File: src/rtl/symbol_feeder.sv
// symbol_feeder: circular FIFO of 2-bit symbols feeding a registered, idle-padded
// symbol stream, with pause, synchronous flush and a sticky overflow flag.
module symbol_feeder #(
    parameter int DEPTH = 4
) (
    input  logic                     clk,
    input  logic                     reset,
    input  logic [1:0]               in_data,
    input  logic                     in_valid,
    output logic                     in_ready,
    input  logic                     pause,
    input  logic                     flush,
    output logic [1:0]               num,
    output logic [$clog2(DEPTH):0]   count,
    output logic                     drop
);
    localparam int AW = $clog2(DEPTH);
    localparam logic [AW:0] FULL = DEPTH[AW:0];

    logic [1:0]    r_mem [DEPTH];
    logic [AW-1:0] r_wr_ptr;
    logic [AW-1:0] r_rd_ptr;
    logic [AW:0]   r_count;
    logic [1:0]    r_num;
    logic          r_drop;
    logic          w_ready;
    logic          w_push;
    logic          w_pop;

    // in_ready also drops while reset is held so nothing is accepted
    always_comb begin
        w_ready = !reset && (r_count != FULL) && !flush;
        w_push  = in_valid && w_ready;
        w_pop   = (r_count != '0) && !pause && !flush;
    end

    always_ff @(posedge clk or posedge reset) begin
        if (reset) begin
            r_wr_ptr <= '0;
            r_rd_ptr <= '0;
            r_count  <= '0;
            r_num    <= 2'd0;
            r_drop   <= 1'b0;
        end else if (flush) begin
            r_wr_ptr <= '0;
            r_rd_ptr <= '0;
            r_count  <= '0;
            r_num    <= 2'd0;
        end else begin
            if (w_push)
                r_wr_ptr <= r_wr_ptr + AW'(1);
            if (w_pop)
                r_rd_ptr <= r_rd_ptr + AW'(1);
            r_count <= r_count + (AW+1)'(w_push) - (AW+1)'(w_pop);
            r_num   <= w_pop ? r_mem[r_rd_ptr] : 2'd0;
            if (in_valid && !w_ready)
                r_drop <= 1'b1;
        end
    end

    // storage is deliberately left unreset
    always_ff @(posedge clk) begin
        if (w_push)
            r_mem[r_wr_ptr] <= in_data;
    end

    assign in_ready = w_ready;
    assign num      = r_num;
    assign count    = r_count;
    assign drop     = r_drop;
endmodule

File: config.mk
export PLATFORM = sky130hd
export DESIGN_NAME = symbol_feeder
export DESIGN_NICKNAME = d
export VERILOG_FILES = /design/src/rtl/symbol_feeder.sv
export SDC_FILE = /design/constraint.sdc
export NUM_CORES = 1
export LEC_CHECK = 0
export CAP_MARGIN = 20
export CORE_MARGIN = 2
export CORE_UTILIZATION = 44
export DETAILED_ROUTE_END_ITERATION = 12
export PLACE_DENSITY = 0.72
export SLEW_MARGIN = 20
export SYNTH_ARGS = -nofsm -noshare
export SYNTH_HDL_FRONTEND = slang
export SYNTH_SLANG_ARGS = --single-unit
File: constraint.sdc
create_clock -name clk -period 3.3 [get_ports clk]
set_input_delay 0.66 -clock clk [delete_from_list [all_inputs] [get_ports clk]]
set_output_delay 0.66 -clock clk [all_outputs]
set_load 0.02 [all_outputs]
== Word-level counts from Yosys, hierarchy flattened ==
Memory sizes are Yosys's and may differ from the RTL's.
Cells that the tools add are included.
Storage, ports and cells
  word-level logic and storage cells: 35
  output and inout bits: 7
  bits of input ports: 7
  memory bits (writable): 8
  memories kept: 1
  bits in registers: 10
Operators by class
  $add $sub $neg: 4
  reduce and logical (&&, ||, !) cells: 14
  multiplexer cells: 9
  bitwise logic cells: 1
  equal/unequal tests: 1
Memory list
  r_mem: words 4, bits a word 2, rd ports 1, clocked after Yosys merged registers in 0, wr ports 1, line 20  | logic [1:0] r_mem [DEPTH];
Operators with widths (number)
  $mux W2: 6
  $logic_and A1 B1 Y1: 6
  $add A2 B1 Y2 const B: 2
  $logic_not A1 Y1: 4
  $reduce_bool A2 Y1: 2
  $add A3 B1 Y3: 1
  $mux W3: 1
  $ne A3 B3 Y1 const B: 1
  $reduce_bool A3 Y1: 1
  $sub A3 B1 Y3: 1
  $mux W1: 2
  $reduce_and A2 Y1: 1
  $not A1 Y1: 1

== Longest topological paths before layout ==
Gate-level depths: netlist (run 1).
  word-level depth: 7
  mapped depth: 11
  gate-level depth less buffers: 11

== Worst setup path before layout (run 1) ==
Ideal clock, no wire load.
  path kind: input to register
  from: input flush
  to: register r_count[2] (netlist: count[2])
  stages: 11
  data arrival time: 2429 ps
  path slack: 785 ps
  buffers on the path: 0
  setup time: 86 ps
  required time: 3214 ps
  cell sequence: nand2b_4 a211oi_4 inv_1 ha_1 inv_1 ha_1 inv_1 fa_1 xor2_1 and2_1 nor3_1
On the way
  cells in the longest elaborated chain, start to end: 6
  elaborated cells on any way between the ends: 7
  classes of those cells: add/sub: 2; mux: 1; reduce/logical: 4
RTL lines
  from (decl): line 12  | input logic flush,
  $logic_not A1 Y1: line 32, 34
  $logic_and A1 B1 Y1: line 32  | w_ready = !reset && (r_count != FULL) && !flush;
  $logic_and A1 B1 Y1: line 33  | w_push = in_valid && w_ready;
  $add A3 B1 Y3: line 54  | r_count <= r_count + (AW+1)'(w_push) - (AW+1)'(w_pop);
  $sub A3 B1 Y3: line 54
  $mux W3 *: line 44  | end else if (flush) begin
  to (signal assigned): line 54
  to (decl): line 23  | logic [AW:0] r_count;
Mark *: on every way between the ends. The rest lies on a longest branch, timed or not.
A chain may end at the register's enable or synchronous reset.

== Final worst setup path (run 1) ==
  from: input reset
  to: output in_ready
On the way
  cells in the longest elaborated chain, start to end: 3
RTL lines
  from (decl): line 7  | input logic reset,
  $logic_not A1 Y1 (no source line)
  $logic_and A1 B1 Y1 (2 in a row): line 32
  to (decl): line 10  | output logic in_ready,
Every way passes these cells.

==> flow_summary.json, run 1 <==
{
  "antenna_left": 0,
  "dieArea_um2": 2390,
  "layout-drive-gt1-share_pct": 16.7,
  "power_leakage_nw": 0.450,
  "ys_seq_area_share_pct": 55.4,
  "ff2ff_setup_slack_ns": 0.83,
  "grtUsageTotal_pct": 13.2,
  "clock_latency_ns": 0.29,
  "setup_viol": 0,
  "clkTransAtPathRegs_ns": 0.10,
  "avgRoutedWirePerCell_um": 11.5,
  "ir_drop_mv": 0.253,
  "critical_path_arrival_ns": 2.09,
  "coreArea_um2": 1920,
  "skew_ns": 0.00941,
  "cp_slowest_cell": "clkdlybuf4s50_1",
  "drc": 0,
  "die_h_um": 48.8,
  "grt_setup_unrepaired": "no",
  "grt-ovfl-total": 0,
  "seq_area_um2": 490,
  "syn_area_per_cell_um2": 13.4,
  "hold_path.class": "flop to flop",
  "path_common_cell": "clkdlybuf4s50_1",
  "grt_max_degree": 13,
  "critical_path_class": "input pin to output port",
  "fin_crit_sh_pct": 83.2,
  "place_hpwl_um": 1010,
  "initial_utilization_pct": 46.0,
  "r2r-start": "count[1]",
  "grt_pass1_wl_um": 2320,
  "num-fill-cells": 175,
  "hold_viol": 0,
  "regToRegEndpoint": "count[2]",
  "worst_hold_path.endpoint": "drop",
  "port_buffers": 13,
  "max_stage_delay_ns": 0.61,
  "yosysWarningCount": 0,
  "slew_viol_final": 0,
  "clockBufferDepth": 2,
  "via_per_inst": 4.77,
  "syn_nets": 80,
  "place_congestion": 0.731,
  "fp-row-count": 16,
  "period_minus_slack_ns": 2.75,
  "area_growth_pct": 23.9,
  "synth_cells": 66,
  "antenna_cells": 0,
  "nets": 99,
  "die_width_um": 48.8,
  "drv_cap": 0,
  "relSlewSlack_pct": 74.6,
  "cts_tree": "built",
  "fin_ws_ns": 0.555,
  "crit_path_max_fanout": 3,
  "cts_buffers": 3,
  "worst_pin_slew_ns": 0.380,
  "ys_ff_latch": 18,
  "crit_required_ns": 2.64,
  "post_cts_resized": 0,
  "dr.pass1.iters": 3,
  "synth.distinct_cells": 25,
  "cp-end-kind": "output port",
  "io_pins": 14,
  "fmax_mhz": 364,
  "cts_hold_buf": 0,
  "cts_setup_buffers": 0,
  "cts_sinks": 18,
  "min_delay_path_depth": 1,
  "multi_input_area_um2": 368,
  "antenna_found_initial": 0,
  "finish.utilization_pct": 57.0,
  "tns_ns": 0,
  "wl_um": 1280,
  "grt_pass1_vias": 551,
  "reg2reg_depth": 11,
  "hp-start": "drop",
  "crit_path_start_kind": "input pin",
  "drtIter0Drc": 4,
  "cts_root_buf": "clkbuf_4",
  "path_cells": "clkdlybuf4s50_1 -> a21oi_1 -> nor2b_1 -> clkdlybuf4s50_1",
  "htree_levels": 1,
  "dp_slack_ns": 0.357,
  "outcome": "completed",
  "power.density_nw_per_um2": 570,
  "netlist_area_um2": 885,
  "vias": 529
}
## layer usage
layer / GRT usage, % / part of all wire, % / vias to the layer above
met5: 0 / 0 / -
met4: 8.57 / 3.4 / 0
met3: 2.76 / 1.9 / 4
met2: 22.8 / 50 / 6
met1: 14.6 / 44 / 258
li1: - / - / 261
## worst max path at each step
stage / from / slack [ns] / to / depth (start not counted)
floorplan: flush / 0.78 / count[2] / 11
global route: reset / 0.49 / in_ready / 4
finish: reset / 0.55 / in_ready / 4
global placement: in_valid / 0.41 / count[2] / 12
CTS: reset / 0.57 / in_ready / 4
detailed placement: pause / 0.36 / count[2] / 11
## kinds of logic (layout without fill, tap and decap cells)
group / after synthesis / count (layout) / synth area share [%]
AND/OR/NAND/NOR: 23 / 23 / 15.8
flip-flops: 18 / 18 / 55.4
adder cells (fa/ha/maj): 7 / 7 / 10.7
buffers and inverters: 7 / 25 / 2.97
AO/OA/AOI/OAI: 5 / 5 / 4.81
multiplexers: 5 / 5 / 9.19
XOR/XNOR: 1 / 1 / 0.990
## where the power goes
| part | total [W] | internal, W | switching (W) | leakage (nW) |
|---|---|---|---|---|
| clock network | 0.000131 | 0.0000672 | 0.0000643 | 0.0210 |
| logic | 0.000196 | 0.000102 | 0.0000944 | 0.225 |
| registers | 0.000298 | 0.000260 | 0.0000376 | 0.204 |
| total | 0.000625 | 0.000429 | 0.000196 | 0.450 |
## layout make-up
class	count	share of cell area, %
flip-flops and latches	18	44.7
multi-input cells	41	33.6
repair buffers	15	13.2
clock buffers	4	3.31
well taps	27	3.08
inverters	6	2.05
## metrics by stage
stage                     cell area (um^2)  hold WS (ns)  instances  power (W)
after floorplan                        885         0.500         66   0.000427
after global placement                1060         0.461        107   0.000493
after detailed placement              1060         0.469        107   0.000501
after CTS                             1100         0.493        111   0.000631
after global routing                  1100         0.527        111   0.000673
final                                 1100         0.487        111   0.000625
## layout by cell type, fill, tap and decap left out, drive strengths merged
master	n
dfrtp	10
buf	2
mux2i	1
o21ai	1
fa	1
mux2	2
o21bai	1
edfxtp	8
and2	5
nand2b	2
a21oi	2
or2	1
a211oi	1
nor3b	3
nor3	2
nor2b	3
xor2	1
or3	1
inv	6
clkdlybuf4s50	13
ha	6
mux4	2
nor2	6
clkbuf	4
## state kept, by name, indices dropped and copies added, names as in the netlist
name,cells
num,2
r_rd_ptr,2
r_mem,8
drop,1
count,3
r_wr_ptr,2
## Yosys cell counts
library cell / n / area, um^2
nand2b_4: 1 / 13.8
nor3_1: 2 / 10.0
nand2b_1: 1 / 6.26
ha_1: 6 / 75.1
mux2_4: 1 / 15.0
mux4_2: 2 / 45.0
or3_1: 1 / 6.26
or2_2: 1 / 6.26
o21ai_0: 1 / 5.00
nor2b_1: 3 / 18.8
inv_1: 6 / 22.5
and2_1: 5 / 31.3
nor2_1: 5 / 18.8
a211oi_4: 1 / 20.0
edfxtp_1: 8 / 240
nor2_2: 1 / 6.26
fa_1: 1 / 20.0
clkbuf_1: 1 / 3.75
dfrtp_1: 10 / 250
o21bai_1: 1 / 7.51
xor2_1: 1 / 8.76
mux2i_1: 1 / 10.0
nor3b_1: 3 / 22.5
a21oi_1: 2 / 10.0
mux2_2: 1 / 11.3
## critical path, delay by kind of cell
family          cells  cell delay (ns)
compound gates      1             0.19
buf+inv             2             1.08
simple gates        1             0.16
(Power assumes the default switching activity.)
==> run 2: changes to the inputs <==
--- a/config.mk
+++ b/config.mk
@@ -9,7 +9,7 @@
 export CORE_MARGIN = 2
 export CORE_UTILIZATION = 44
 export DETAILED_ROUTE_END_ITERATION = 12
-export PLACE_DENSITY = 0.72
+export PLACE_DENSITY = 0.74
 export SLEW_MARGIN = 20
 export SYNTH_ARGS = -nofsm -noshare
 export SYNTH_HDL_FRONTEND = slang
==> constraint.sdc (replaced) <==
create_clock -name clk -period 2.4 [get_ports clk]
set_input_delay 0.48 -clock clk [delete_from_list [all_inputs] [get_ports clk]]
set_output_delay 0.48 -clock clk [all_outputs]
set_load 0.02 [all_outputs]
==> run 2 against run 1 <==
Flip-flop and latch count unchanged. Critical path depth up 7. Worst setup slack worse by 0.44 ns. Clock power up 41%. Via count up 5.1%. Global-route usage up 0.66 points. Critical path type is now input pin to flop. Largest cell class unchanged.
==> flow_summary.json, run 2 (synthesis gave the netlist of run 1 again) <==
{
  "period_minus_slack_ns": 2.29,
  "drtIter0Drc": 4,
  "cts_root_buf": "clkbuf_4",
  "clockBufferDepth": 2,
  "cts_tree": "built",
  "critical_path_class": "input pin to flop",
  "critical_path_arrival_ns": 2.51,
  "dieArea_um2": 2390,
  "crit_path_start_kind": "input pin",
  "grt-ovfl-total": 0,
  "grt_max_degree": 13,
  "power_leakage_nw": 0.495,
  "antenna_found_initial": 0,
  "layout-drive-gt1-share_pct": 27.8,
  "area_growth_pct": 31.7,
  "place_congestion": 0.711,
  "p_total_w": 0.000948,
  "final_common_cell": "clkdlybuf4s50_1",
  "largest_reg_flops": 8,
  "hold_path.class": "flop to flop",
  "clock_latency_ns": 0.29,
  "fin_cells": 117,
  "crit_required_ns": 2.62,
  "initial_utilization_pct": 46.0,
  "grt_pass1_wl_um": 2500,
  "clkTransAtPathRegs_ns": 0.11,
  "antenna_left": 0,
  "dr.pass1.iters": 4,
  "cts_buffers": 3,
  "die_width_um": 48.8,
  "setup_viol": 0,
  "via_per_inst": 4.75,
  "wl_um": 1390,
  "fmax_mhz": 437,
  "tns_ns": 0,
  "avgRoutedWirePerCell_um": 11.8,
  "relSlewSlack_pct": 73.4,
  "coreArea_um2": 1920,
  "grtUsageTotal_pct": 13.8,
  "antenna_cells": 0,
  "fp-row-count": 16,
  "nets": 105,
  "drv_cap": 0,
  "cts_sinks": 18,
  "top_register": "r_mem",
  "place_hpwl_um": 1080,
  "dp_cells": 112,
  "die_h_um": 48.8,
  "ir_drop_mv": 0.504,
  "skew_ns": 0.00982,
  "power.density_nw_per_um2": 814,
  "grt_pass1_vias": 562,
  "fin_crit_sh_pct": 95.3,
  "outcome": "completed",
  "slew_viol_final": 0,
  "crit_path_max_fanout": 2,
  "hold_viol": 0,
  "io_pins": 14,
  "cp-end-kind": "flop",
  "htree_levels": 1,
  "final_cell_mix": "clkdlybuf4s50_1, dfrtp_1, buf_4, edfxtp_1",
  "drc": 0,
  "num-fill-cells": 162,
  "port_buffers": 13,
  "worst_pin_slew_ns": 0.398,
  "vias": 556
}
## run 2: where the power goes
| group | switching (W) | internal (W) |
|---|---|---|
| sequential | 0.0000528 | 0.000360 |
| clock | 0.0000925 | 0.0000924 |
| combinational | 0.000155 | 0.000196 |
## run 2: cell type report
type / count / area [um^2] / share of cell area, %
Inverter: 6 / 22.5 / 1.93
Multi-Input combinational cell: 41 / 389 / 33.4
Tap cell: 27 / 33.8 / 2.90
Timing Repair Buffer: 21 / 190 / 16.3
Sequential cell: 18 / 493 / 42.3
Clock buffer: 4 / 36.3 / 3.11
## run 2: path summary, 6_finish.rpt
| check | to | cells after the start | slack (ns) | start |
|---|---|---|---|---|
| worst max-delay path | count[2] | 11 | 0.11 | reset |
| worst min-delay path | drop | 1 | 0.49 | drop |
| max in group asynchronous | count[1] | 3 | 1.41 | reset |
| min in group asynchronous | count[0] | 3 | 0.69 | reset |
| worst max register to register | count[2] | 11 | 0.16 | count[1] |
| worst min register to register | drop | 1 | 0.49 | drop |
## run 2: metal layers
metal	GRT usage [%]	wire, um	share of wire, %
met5	0	0	0
met1	17.5	605	44
met3	1.84	23	1.7
met4	8.57	14	1.0
met2	22.6	742	54
## run 2: what timing repair did
| item | in CTS | in global routing |
|---|---|---|
| setup buffers | 0 | 1 |
| endpoints found under the hold margin | 0 | 0 |
| setup endpoints to repair | 2 | 1 |
| gates resized for setup | 3 | 7 |
| pin swaps | 1 | 1 |
| hold buffers | 0 | 0 |
| gates cloned | 0 | 0 |
## run 2: critical path, stage by stage
cell and delay [ns]:
clkdlybuf4s50_1 0.47, a211oi_4 0.20, inv_1 0.07, ha_1 0.27
inv_1 0.06, ha_1 0.13, inv_1 0.04, fa_1 0.36
xor2_1 0.16, and2_1 0.17, nor3_2 0.10
## run 2: stage by stage
step	util [%]	hold slack (ns)	cell area, um^2	worst slack, ns
4_1_cts	59.1	0.490	1140	0.0222
2_1_floorplan	-	0.320	885	0.0129
6_report	60.6	0.486	1160	0.112
5_1_grt	60.6	0.533	1160	-0.00247
3_3_place_gp	57.1	0.461	1100	-0.296
3_5_place_dp	57.1	0.464	1100	-0.391
==> run 3: changes to the inputs <==
--- a/config.mk
+++ b/config.mk
@@ -5,10 +5,10 @@
 export SDC_FILE = /design/constraint.sdc
 export NUM_CORES = 1
 export LEC_CHECK = 0
-export CAP_MARGIN = 20
 export CORE_MARGIN = 2
 export CORE_UTILIZATION = 44
 export DETAILED_ROUTE_END_ITERATION = 12
+export GPL_ROUTABILITY_DRIVEN = 0
 export PLACE_DENSITY = 0.74
 export SLEW_MARGIN = 20
 export SYNTH_ARGS = -nofsm -noshare
==> results of run 3 <==
The final DEF is identical to that of run 2; final timing and power are the same.
